<file path="src/rtl/stack_pkg.sv">
// Shared definitions for the data-stack controller and its depth tracker.
//   WIDTH_DEF / DEPTH_DEF : default cell width and entry count
//   D_*                   : 2-bit two's-complement stack pointer deltas
//   dbg_op_t              : debug requester opcodes
//   state_t               : debug sequencer FSM states
package stack_pkg;

  localparam int WIDTH_DEF = 16;
  localparam int DEPTH_DEF = 32;

  localparam logic [1:0] D_NONE = 2'b00;
  localparam logic [1:0] D_PUSH = 2'b01;
  localparam logic [1:0] D_POP  = 2'b11;
  localparam logic [1:0] D_POP2 = 2'b10;

  typedef enum logic [1:0] {
    OP_PEEK = 2'b00,
    OP_PUSH = 2'b01,
    OP_REPL = 2'b10,
    OP_POP  = 2'b11
  } dbg_op_t;

  typedef enum logic [1:0] {
    S_IDLE,
    S_EXEC,
    S_ACK,
    S_WAIT
  } state_t;

endpackage

</file>
<file path="src/rtl/stack_depth.sv">
// Saturating stack depth counter with sticky overflow/underflow flags.
//   clk, reset : clock, asynchronous active-high reset
//   delta      : applied pointer delta (two's complement, -2..+1)
//   flag_clr   : synchronous clear of ovf/unf (a same-cycle error wins)
//   depth      : net entries, 0..DEPTH
//   ovf, unf   : sticky overflow / underflow
import stack_pkg::*;

module stack_depth #(
  parameter int DEPTH = DEPTH_DEF
) (
  input  logic                     clk,
  input  logic                     reset,
  input  logic [1:0]               delta,
  input  logic                     flag_clr,
  output logic [$clog2(DEPTH):0]   depth,
  output logic                     ovf,
  output logic                     unf
);

  localparam int DW = $clog2(DEPTH) + 1;
  localparam logic signed [DW:0] DMAX = (DW+1)'(DEPTH);

  logic signed [DW:0] sum;
  logic               hi;
  logic               lo;
  logic [DW-1:0]      depth_nxt;

  // One extra bit so the sum can go negative or past DEPTH before clamping.
  always_comb begin
    sum = $signed({1'b0, depth}) + $signed({{(DW-1){delta[1]}}, delta});
    hi  = (sum > DMAX);
    lo  = sum[DW];
    if (hi)
      depth_nxt = DMAX[DW-1:0];
    else if (lo)
      depth_nxt = '0;
    else
      depth_nxt = sum[DW-1:0];
  end

  always_ff @(posedge clk or posedge reset) begin
    if (reset) begin
      depth <= '0;
      ovf   <= 1'b0;
      unf   <= 1'b0;
    end else begin
      depth <= depth_nxt;
      if (hi)
        ovf <= 1'b1;
      else if (flag_clr)
        ovf <= 1'b0;
      if (lo)
        unf <= 1'b1;
      else if (flag_clr)
        unf <= 1'b0;
    end
  end

endmodule

</file>
<file path="src/rtl/stack_ctrl.sv">
// Data-stack sequencer/arbiter between the CPU core and the block-RAM stack.
// CPU traffic passes straight through; a debug requester gets one exclusive
// push/pop/peek/replace per request level while the CPU is stalled 2 cycles.
//   cpu_we/cpu_delta/cpu_wd : CPU stack request; cpu_stall holds the CPU
//   stk_we/stk_delta/stk_wd : to stack; stk_rd is the combinational NOS
//   dbg_req/dbg_op/dbg_wd   : debug request (level), opcode, write data
//   dbg_ack, dbg_rd         : completion pulse, captured NOS for peek/pop
//   depth, ovf, unf         : accounting; flag_clr clears ovf/unf
import stack_pkg::*;

module stack_ctrl #(
  parameter int WIDTH = WIDTH_DEF,
  parameter int DEPTH = DEPTH_DEF
) (
  input  logic                   clk,
  input  logic                   reset,
  input  logic                   cpu_we,
  input  logic [1:0]             cpu_delta,
  input  logic [WIDTH-1:0]       cpu_wd,
  output logic                   cpu_stall,
  output logic                   stk_we,
  output logic [1:0]             stk_delta,
  output logic [WIDTH-1:0]       stk_wd,
  input  logic [WIDTH-1:0]       stk_rd,
  input  logic                   dbg_req,
  input  logic [1:0]             dbg_op,
  input  logic [WIDTH-1:0]       dbg_wd,
  output logic                   dbg_ack,
  output logic [WIDTH-1:0]       dbg_rd,
  output logic [$clog2(DEPTH):0] depth,
  output logic                   ovf,
  output logic                   unf,
  input  logic                   flag_clr
);

  state_t state, state_nxt;
  logic   capture;

  always_ff @(posedge clk or posedge reset) begin
    if (reset)
      state <= S_IDLE;
    else
      state <= state_nxt;
  end

  always_comb begin
    state_nxt = state;
    case (state)
      S_IDLE: if (dbg_req) state_nxt = S_EXEC;
      S_EXEC: state_nxt = S_ACK;
      S_ACK:  state_nxt = dbg_req ? S_WAIT : S_IDLE;
      S_WAIT: if (!dbg_req) state_nxt = S_IDLE;
      default: state_nxt = S_IDLE;
    endcase
  end

  always_comb begin
    stk_we    = cpu_we;
    stk_delta = cpu_delta;
    stk_wd    = cpu_wd;
    cpu_stall = 1'b0;
    dbg_ack   = 1'b0;
    capture   = 1'b0;
    case (state)
      S_EXEC: begin
        cpu_stall = 1'b1;
        stk_wd    = dbg_wd;
        case (dbg_op_t'(dbg_op))
          OP_PEEK: begin stk_we = 1'b0; stk_delta = D_NONE; capture = 1'b1; end
          OP_PUSH: begin stk_we = 1'b1; stk_delta = D_PUSH; end
          OP_POP:  begin stk_we = 1'b0; stk_delta = D_POP;  capture = 1'b1; end
          OP_REPL: begin stk_we = 1'b1; stk_delta = D_NONE; end
          default: begin stk_we = 1'b0; stk_delta = D_NONE; end
        endcase
      end
      S_ACK: begin
        cpu_stall = 1'b1;
        stk_we    = 1'b0;
        stk_delta = D_NONE;
        dbg_ack   = 1'b1;
      end
      default: ;
    endcase
  end

  // NOS is read before the pop's pointer move takes effect at the edge.
  always_ff @(posedge clk or posedge reset) begin
    if (reset)
      dbg_rd <= '0;
    else if (capture)
      dbg_rd <= stk_rd;
  end

  stack_depth #(.DEPTH(DEPTH)) u_depth (
    .clk      (clk),
    .reset    (reset),
    .delta    (stk_delta),
    .flag_clr (flag_clr),
    .depth    (depth),
    .ovf      (ovf),
    .unf      (unf)
  );

endmodule

</file>
<file path="config.mk">
export PLATFORM = sky130hd
export DESIGN_NAME = stack_ctrl
export DESIGN_NICKNAME = d
export VERILOG_FILES = /design/src/rtl/stack_pkg.sv /design/src/rtl/stack_depth.sv /design/src/rtl/stack_ctrl.sv
export SDC_FILE = /design/constraint.sdc
export NUM_CORES = 1
export LEC_CHECK = 0
export ABC_AREA = 1
export BUFFER_PORTS_ARGS = -buffer_cell sky130_fd_sc_hd__buf_2
export CORE_AREA = 2 2 58 82
export CTS_CLUSTER_DIAMETER = 200
export DETAILED_ROUTE_END_ITERATION = 16
export DIE_AREA = 0 0 60 84
export HOLD_SLACK_MARGIN = 0.1
export PLACE_DENSITY = 0.73
export SETUP_SLACK_MARGIN = 0.2
export SYNTH_ARGS = -nofsm -noshare
export SYNTH_HDL_FRONTEND = slang
export SYNTH_SLANG_ARGS = --single-unit
</file>
<file path="constraint.sdc">
create_clock -name clk -period 3.3 [get_ports clk]
set_input_delay 0 -clock clk [delete_from_list [all_inputs] [get_ports clk]]
set_output_delay 0 -clock clk [all_outputs]
set_load 0.02 [all_outputs]
</file>
==> results of run 1 <==
-- timing repair --
action,in CTS,in global routing
resized for setup,0,0
hold endpoints to repair,45,0
buffers inserted,0,0
hold buffers,19,0
-- through the flow --
step	util [%]	cell area (µm²)	setup WS (ps)
4_1_cts	56.88	2497	666.7
5_1_grt	56.88	2497	432.5
3_5_place_dp	50.93	2236	687.4
6_report	56.88	2497	690.2
3_3_place_gp	50.93	2236	765.7
2_1_floorplan	-	1673	513.2
-- final cells by class --
type	instances	area, µm²
timing repair buffer	121	703.2
inverter	25	93.84
fill	414	1893
multi-input combinational	112	900.9
clock buffer	3	41.29
tap	62	77.57
sequential	26	650.6
clock inverter	1	30.03
-- worst max-delay path, delay by kind of cell (launching register included) --
family                     cells  cell delay [ps]
AOI/OAI and AO/OA              2              280
adders and majority gates      3             1070
buffers and inverters          2              210
DFF                            1              430
and+or+nand+nor                5              520
-- placed cells by master (no fill, tap or decap), drive strengths merged, types with 2 or more instances in the layout --
master and count:
nand3 9, o21ai 4, a21oi 5, dfrtp 26
ha 15, o22ai 2, inv 25, clkbuf 3
nor2 8, dlygate4sd3 19, nand2 32, mux2 33
buf 102
-- kinds of logic after synthesis --
kind of cell    Yosys count  synth area share (%)
simple gates             50                 14.36
compound gates           12                 4.338
fa+ha+maj                16                 12.42
flops                    26                 38.89
mux                      33                 22.21
xor+xnor                  1                0.5237
buf+inv                  28                 7.255
-- how the worst max path moves through the flow --
stage | startpoint | slack, ps | to
finish | state[0]$_DFFE_PP0P_ | 690 | u_depth.ovf$_DFFE_PP0P_
global route | state[0]$_DFFE_PP0P_ | 430 | u_depth.depth[0]$_DFF_PP0_
CTS | state[0]$_DFFE_PP0P_ | 670 | u_depth.ovf$_DFFE_PP0P_
detailed placement | state[0]$_DFFE_PP0P_ | 690 | u_depth.ovf$_DFFE_PP0P_
global placement | state[0]$_DFFE_PP0P_ | 770 | u_depth.ovf$_DFFE_PP0P_
floorplan | state[1]$_DFFE_PP0P_ | 510 | u_depth.ovf$_DFFE_PP0P_
-- registers in the layout, summed over array words and instances, names as in the netlist --
register,count
dbg_rd,16
state,2
u_depth.depth,6
u_depth.ovf,1
u_depth.unf,1
-- synth_stat cells --
| cell | n |
|---|---|
| mux2_2 | 33 |
| o21ai_2 | 2 |
| ha_1 | 15 |
| nand3_4 | 1 |
| buf_6 | 2 |
| nand2_2 | 4 |
| a21oi_1 | 5 |
| inv_2 | 1 |
| nand3_2 | 2 |
| nand3_1 | 6 |
| nor3_1 | 1 |
| a22oi_1 | 1 |
| nor2_1 | 8 |
| inv_1 | 24 |
| buf_2 | 1 |
| o21ai_0 | 2 |
| o22ai_1 | 2 |
| xor2_1 | 1 |
| dfrtp_1 | 26 |
| fa_1 | 1 |
| nand2_1 | 27 |
| nand2_4 | 1 |
-- power breakdown --
| part | internal (W) | switching, W | leakage, nW | total (W) |
|---|---|---|---|---|
| Combinational | 0.000773 | 0.00122 | 1.05 | 0.00200 |
| Clock | 0.000162 | 0.0000954 | 0.0357 | 0.000258 |
| Sequential | 0.000484 | 0.0000836 | 0.314 | 0.000568 |
| Total | 0.00142 | 0.00140 | 1.40 | 0.00282 |
-- layer usage --
metal / wire, µm / global-route usage (%) / vias up
met3: 182 / 2.791 / 2
met5: 0 / 0 / -
met2: 2129 / 29.64 / 43
met1: 1624 / 19.14 / 718
li1: - / - / 785
met4: 25 / 4.444 / 0
==> results.md, run 1 <==
* Status: finished clean
* Antenna violations before repair at 0
* Pwr/cell area at ~1100 nW/µm²
* Router iterations before antenna repair at 4
* Critical path's slowest cell: dfrtp_1
* RSZ-0062 raised after global routing: no
* DR vias at approximately 1500
* Reg clk slew, reported paths at about 90 ps
* Hold EP: u_depth.unf$_DFFE_PP0P_
* Post-synth top area cell: dfrtp_1
* Share of post-route cells with drive strength above 1 at 52.08%
* Drt wl/cell at around 11 µm
* Leak Pwr at between 1 and 1.5 nW
* Final Total Pwr at about 0.0028 W
* Layout Nets at about 360
* Hold Crit Depth at 5
* Reg2Reg Capture Point: u_depth.ovf$_DFFE_PP0P_
* CP arrival at around 2800 ps
* Min Clock Period, post-route at 2610 ps
* Crit Path Max Fanout at 7
* R2R depth at 12
* Initial core utilization at a little under two fifths
* Reg2reg start: state[0]$_DFFE_PP0P_
* Io pins at between 100 and 150
* Chip height at 84 µm
* Max_cap viols at 0
* Dpl hpwl at approximately 3 mm
* H-tree depth at 1
* Slew headroom at 35.79%
* FF-to-FF setup slack at 690 ps
* Drt drc at 0
* Core area at 4390 µm²
* Min-delay src: cpu_delta[1]
* Row count at 29
* All-Layer GR Usage at 16.44%
* CTS tree: built
* Fin Clk Skew at between 3 and 4 ps
* Library cells used by synthesis at 22
* Fin crit share at between 70 and 80%
* Initial DRC Count at between 40 and 50
* Max-slew violation count at 0
* Synth top area share at around 40%
* Grt ovf at 0
* Synth Warn # at 0
* Endpoints failing hold at 0
* Antenna violation net count after detailed routing at 0
* Fin Setup TNS at 0 ps
* Clk root buf: clkbuf_8
* Non-filler cells in the finished layout at 350
* CTS sink count at 26
* Slew of the pin with the lowest slew margin at 962.1 ps
* Avg Cell Area, Syn at between 10 and 15 µm²
* Setup Crit Path Kind: flip-flop to flip-flop
* Yosys reg bits at 26
* Synth Instances at approximately 170
* Syn nets at 239
* Die area at approximately 5000 µm²
* Crit path cell chain: inv_1 > ha_1 > nor2_1 > a21oi_1 > ha_1 > fa_1 > inv_1 > nand2_1 > nor2_1 > nand3_1 > nand3_4 > o21ai_2
* Vias in the first global route at 1582
* Port Buffer Count at approximately 100
* Worst skew pair latency at between 200 and 300 ps
* Final setup viols at 0
* First-pass GRT wire length at between 6 and 7 mm
* Hold slack at 202.5 ps
* Maximum clock path buffer count at 2
* Worst IR Drop VDD at between 600 and 700 µV
* Dpl cells at about 330
* CP endpoint kind: flip-flop
* DR vias/cell at between 4 and 5
* Ant. Diodes at 0
* CP max stage delay at around 430 ps
* Syn Std Cell Area at between 1500 and 2000 µm²
* Chip width at about 60 µm
* Largest net degree at the start of global routing at 27
* CTS buffer count at 3
* Total wire length at between 3 and 4 mm
* Sequential area share after synthesis at about two fifths
* CP required at approximately 3500 ps
* Area contributors post-synth: dfrtp_1, mux2_2, ha_1, nand2_1, inv_1
* Hold Crit Class: input port to flip-flop
* Worst setup SP type: flip-flop
* Max Clk Rate at 383.2 MHz
* Gpl congestion at about 0.8
* Synthesis-to-finish area growth at 49.29%
Note: power is estimated with default switching activity, not from simulation.
==> inputs of run 2 (changes only) <==
clock period = 2.6 ns   (was 3.3 ns; I/O delays follow)
==> run 2 against run 1 <==
Compared with the run above:
- power rose by 40%
- non-clock buffer count rose by 7
- clock power rose by 28%
- maximum frequency rose by 18%
- count of clock-buffer cells in the layout did not move
- cell area rose by 7.1%
- hold slack got worse by 12 ps
- flip-flop and latch count did not move
- critical path depth rose by 2
==> results.md, run 2 (synthesis results as in run 1) <==
* Worst skew pair latency at 270 ps
* CTS tree: built
* DR vias/cell at 4.434
* Router iterations before antenna repair at 4
* GR Util met3 at about 1.2%
* Worst setup SP type: flip-flop
* Crit path top cell by count: nand2_1
* H-tree depth at 1
* CTS sink count at 26
* CP max stage delay at approximately 400 ps
* Drt wl/cell at 11.14 µm
* Gpl congestion at around 0.75
* RSZ-0062 raised after global routing: no
* Sw Ratio at around 48%
* Commonest non-fill, non-tap cells in the layout: buf_2, mux2_2, nand2_1
* Dpl hpwl at between 2 and 3 mm
* Max-slew violation count at 0
* Chip height at approximately 84 µm
* Most common cell after layout, fill and taps aside: buf_2
* CP arrival at 2390 ps
* Setup Crit Path Kind: flip-flop to flip-flop
* DR vias at between 1500 and 2000
* Ant. Diodes at 0
* Slew headroom at between 30% and 40%
* Row count at 29
* Most Crowded Layer GR: met2
* CP required at around 2800 ps
* Seq pwr share at 18.4%
* Reg clk slew, reported paths at around 90 ps
* Synthesis-to-finish area growth at 59.84%
* Crit path buffers/inverters at 3
* Initial core utilization at a little under two fifths
* Vias in the first global route at between 1500 and 2000
* Worst IR Drop VDD at 686.7 µV
* Max Clk Rate at 450.8 MHz
* Pint at between 0.002 and 0.0025 W
* Sw Pwr at 0.001902 W
* Global routing met1 resource utilization at between 10% and 20%
* CTS buffer count at 3
* Final setup viols at 0
* Io pins at 102
* Pwr/cell area at around 1500 nW/µm²
* Clock network power share at approximately 8.4%
* First-pass GRT wire length at ~6.4 mm
* Largest net degree at the start of global routing at 27
* Crit Path Max Fanout at 10
* DP Worst Slack at around 160 ps
* Share of post-route cells with drive strength above 1 at 57.63%
* Dpl cells at between 300 and 400
* Crit path max-delay family: simple AND/OR/NAND/NOR gates
* Antenna violation net count after detailed routing at 0
* Largest Register: dbg_rd
* Hold Crit Class: input port to flip-flop
* Die area at slightly above 5000 µm²
* Port Buffer Count at roughly 100
* Chip width at 60 µm
* Slew of the pin with the lowest slew margin at a little under 1000 ps
* Instance count on the critical path at 14
* CP endpoint kind: flip-flop
* Initial DRC Count at 16
* Crit path cell chain: inv_4 > ha_4 > nand2_1 > o21ai_4 > inv_4 > fa_2 > nand2_1 > nand2_2 > nand3_2 > nand3_1 > nand2_2 > nand3_4 > nand2_1 > inv_1
* Critical path's slowest cell: dfrtp_1
* Clk root buf: clkbuf_8
* Max reg flops at 16
* Leak Pwr at between 1 and 1.5 nW
* Met2 Use GR at approximately 30%
* Antenna violations before repair at 0
* Drt drc at 0
* Hold slack at between 150 and 200 ps
* Total wire length at between 3 and 4 mm
* Core area at 4390 µm²
* Hold EP: u_depth.unf$_DFFE_PP0P_
* Largest regs: dbg_rd: 16 flops, u_depth.depth: 6 flops, state: 2 flops
* FF-to-FF setup slack at about 380 ps
* Hold Crit Depth at 5
* Non-filler cells in the finished layout at ~360
* Reg2reg start: state[1]$_DFFE_PP0P_
* Fin Clk Skew at 7.368 ps
* Min-delay src: cpu_delta[1]
* Layout Nets at between 300 and 400
* Reg2Reg Capture Point: u_depth.depth[0]$_DFF_PP0_
* Fin Setup TNS at 0 ps
* Endpoints failing hold at 0
* Max_cap viols at 0
* Status: finished clean
* Slack of the critical path at 381.6 ps
* Fin crit share at 85.32%
* Grt ovf at 0
* All-Layer GR Usage at 15.74%
* Power share of the combinational group at 73.2%
* Maximum clock path buffer count at 2
* Fillers at approximately 370
* R2R depth at 14
* Min Clock Period, post-route at around 2200 ps
run 2: tightest hold or removal path, stage by stage:
cell and delay, ps:
buf_2 110, o21ai_4 70, nand3_1 100, nand2_2 80
o21ai_0 70
run 2: metrics by stage:
step | utilization, % | total power, W | cell area (µm²)
detailed placement | 52.29 | 0.003341 | 2296
global route | 60.90 | 0.004301 | 2674
floorplan | - | 0.002761 | 1739
CTS | 58.48 | 0.003737 | 2567
finish | 60.90 | 0.003936 | 2674
global placement | 52.29 | 0.003309 | 2296
run 2: power groups by stage:
stage	sequential [W]	combinational (W)	clock, W
final	0.000724	0.00288	0.000330
after global routing	0.000753	0.00319	0.000354
after CTS	0.000716	0.00268	0.000344
after detailed placement	0.000718	0.00262	0
after global placement	0.000713	0.00260	0
after floorplan	0.000946	0.00182	0
run 2: timing repair:
action,4_1_cts,5_1_grt
hold buffers,19,0
resized for setup,2,9
setup buffers,1,5
setup endpoints to repair,6,8
endpoints found under the hold margin,45,0
pin swaps,0,3
run 2: how the worst max path moves through the flow:
| stage | start | end |
|---|---|---|
| 5_1_grt | state[0]$_DFFE_PP0P_ | u_depth.depth[1]$_DFF_PP0_ |
| 4_1_cts | state[1]$_DFFE_PP0P_ | u_depth.depth[0]$_DFF_PP0_ |
| 6_report | state[1]$_DFFE_PP0P_ | u_depth.depth[0]$_DFF_PP0_ |
| 2_1_floorplan | state[1]$_DFFE_PP0P_ | u_depth.ovf$_DFFE_PP0P_ |
| 3_5_place_dp | state[1]$_DFFE_PP0P_ | u_depth.depth[2]$_DFF_PP0_ |
| 3_3_place_gp | state[1]$_DFFE_PP0P_ | u_depth.depth[0]$_DFF_PP0_ |
run 2: area by class of cell:
cell class,count,area [µm²],area share [%]
clock buffers,3,41.29,1.544
clock inverters,1,30.03,1.123
inverters,25,98.84,3.697
multi-input cells,112,1020,38.14
flip-flops and latches,26,650.6,24.33
well taps,62,77.57,2.901
repair buffers,128,755.7,28.26
run 2: metal layers:
layer / vias up / part of all wire, %
met4: 0 / 0.48
li1: 796 / -
met3: 2 / 4.6
met2: 49 / 56
met1: 736 / 38
met5: - / 0
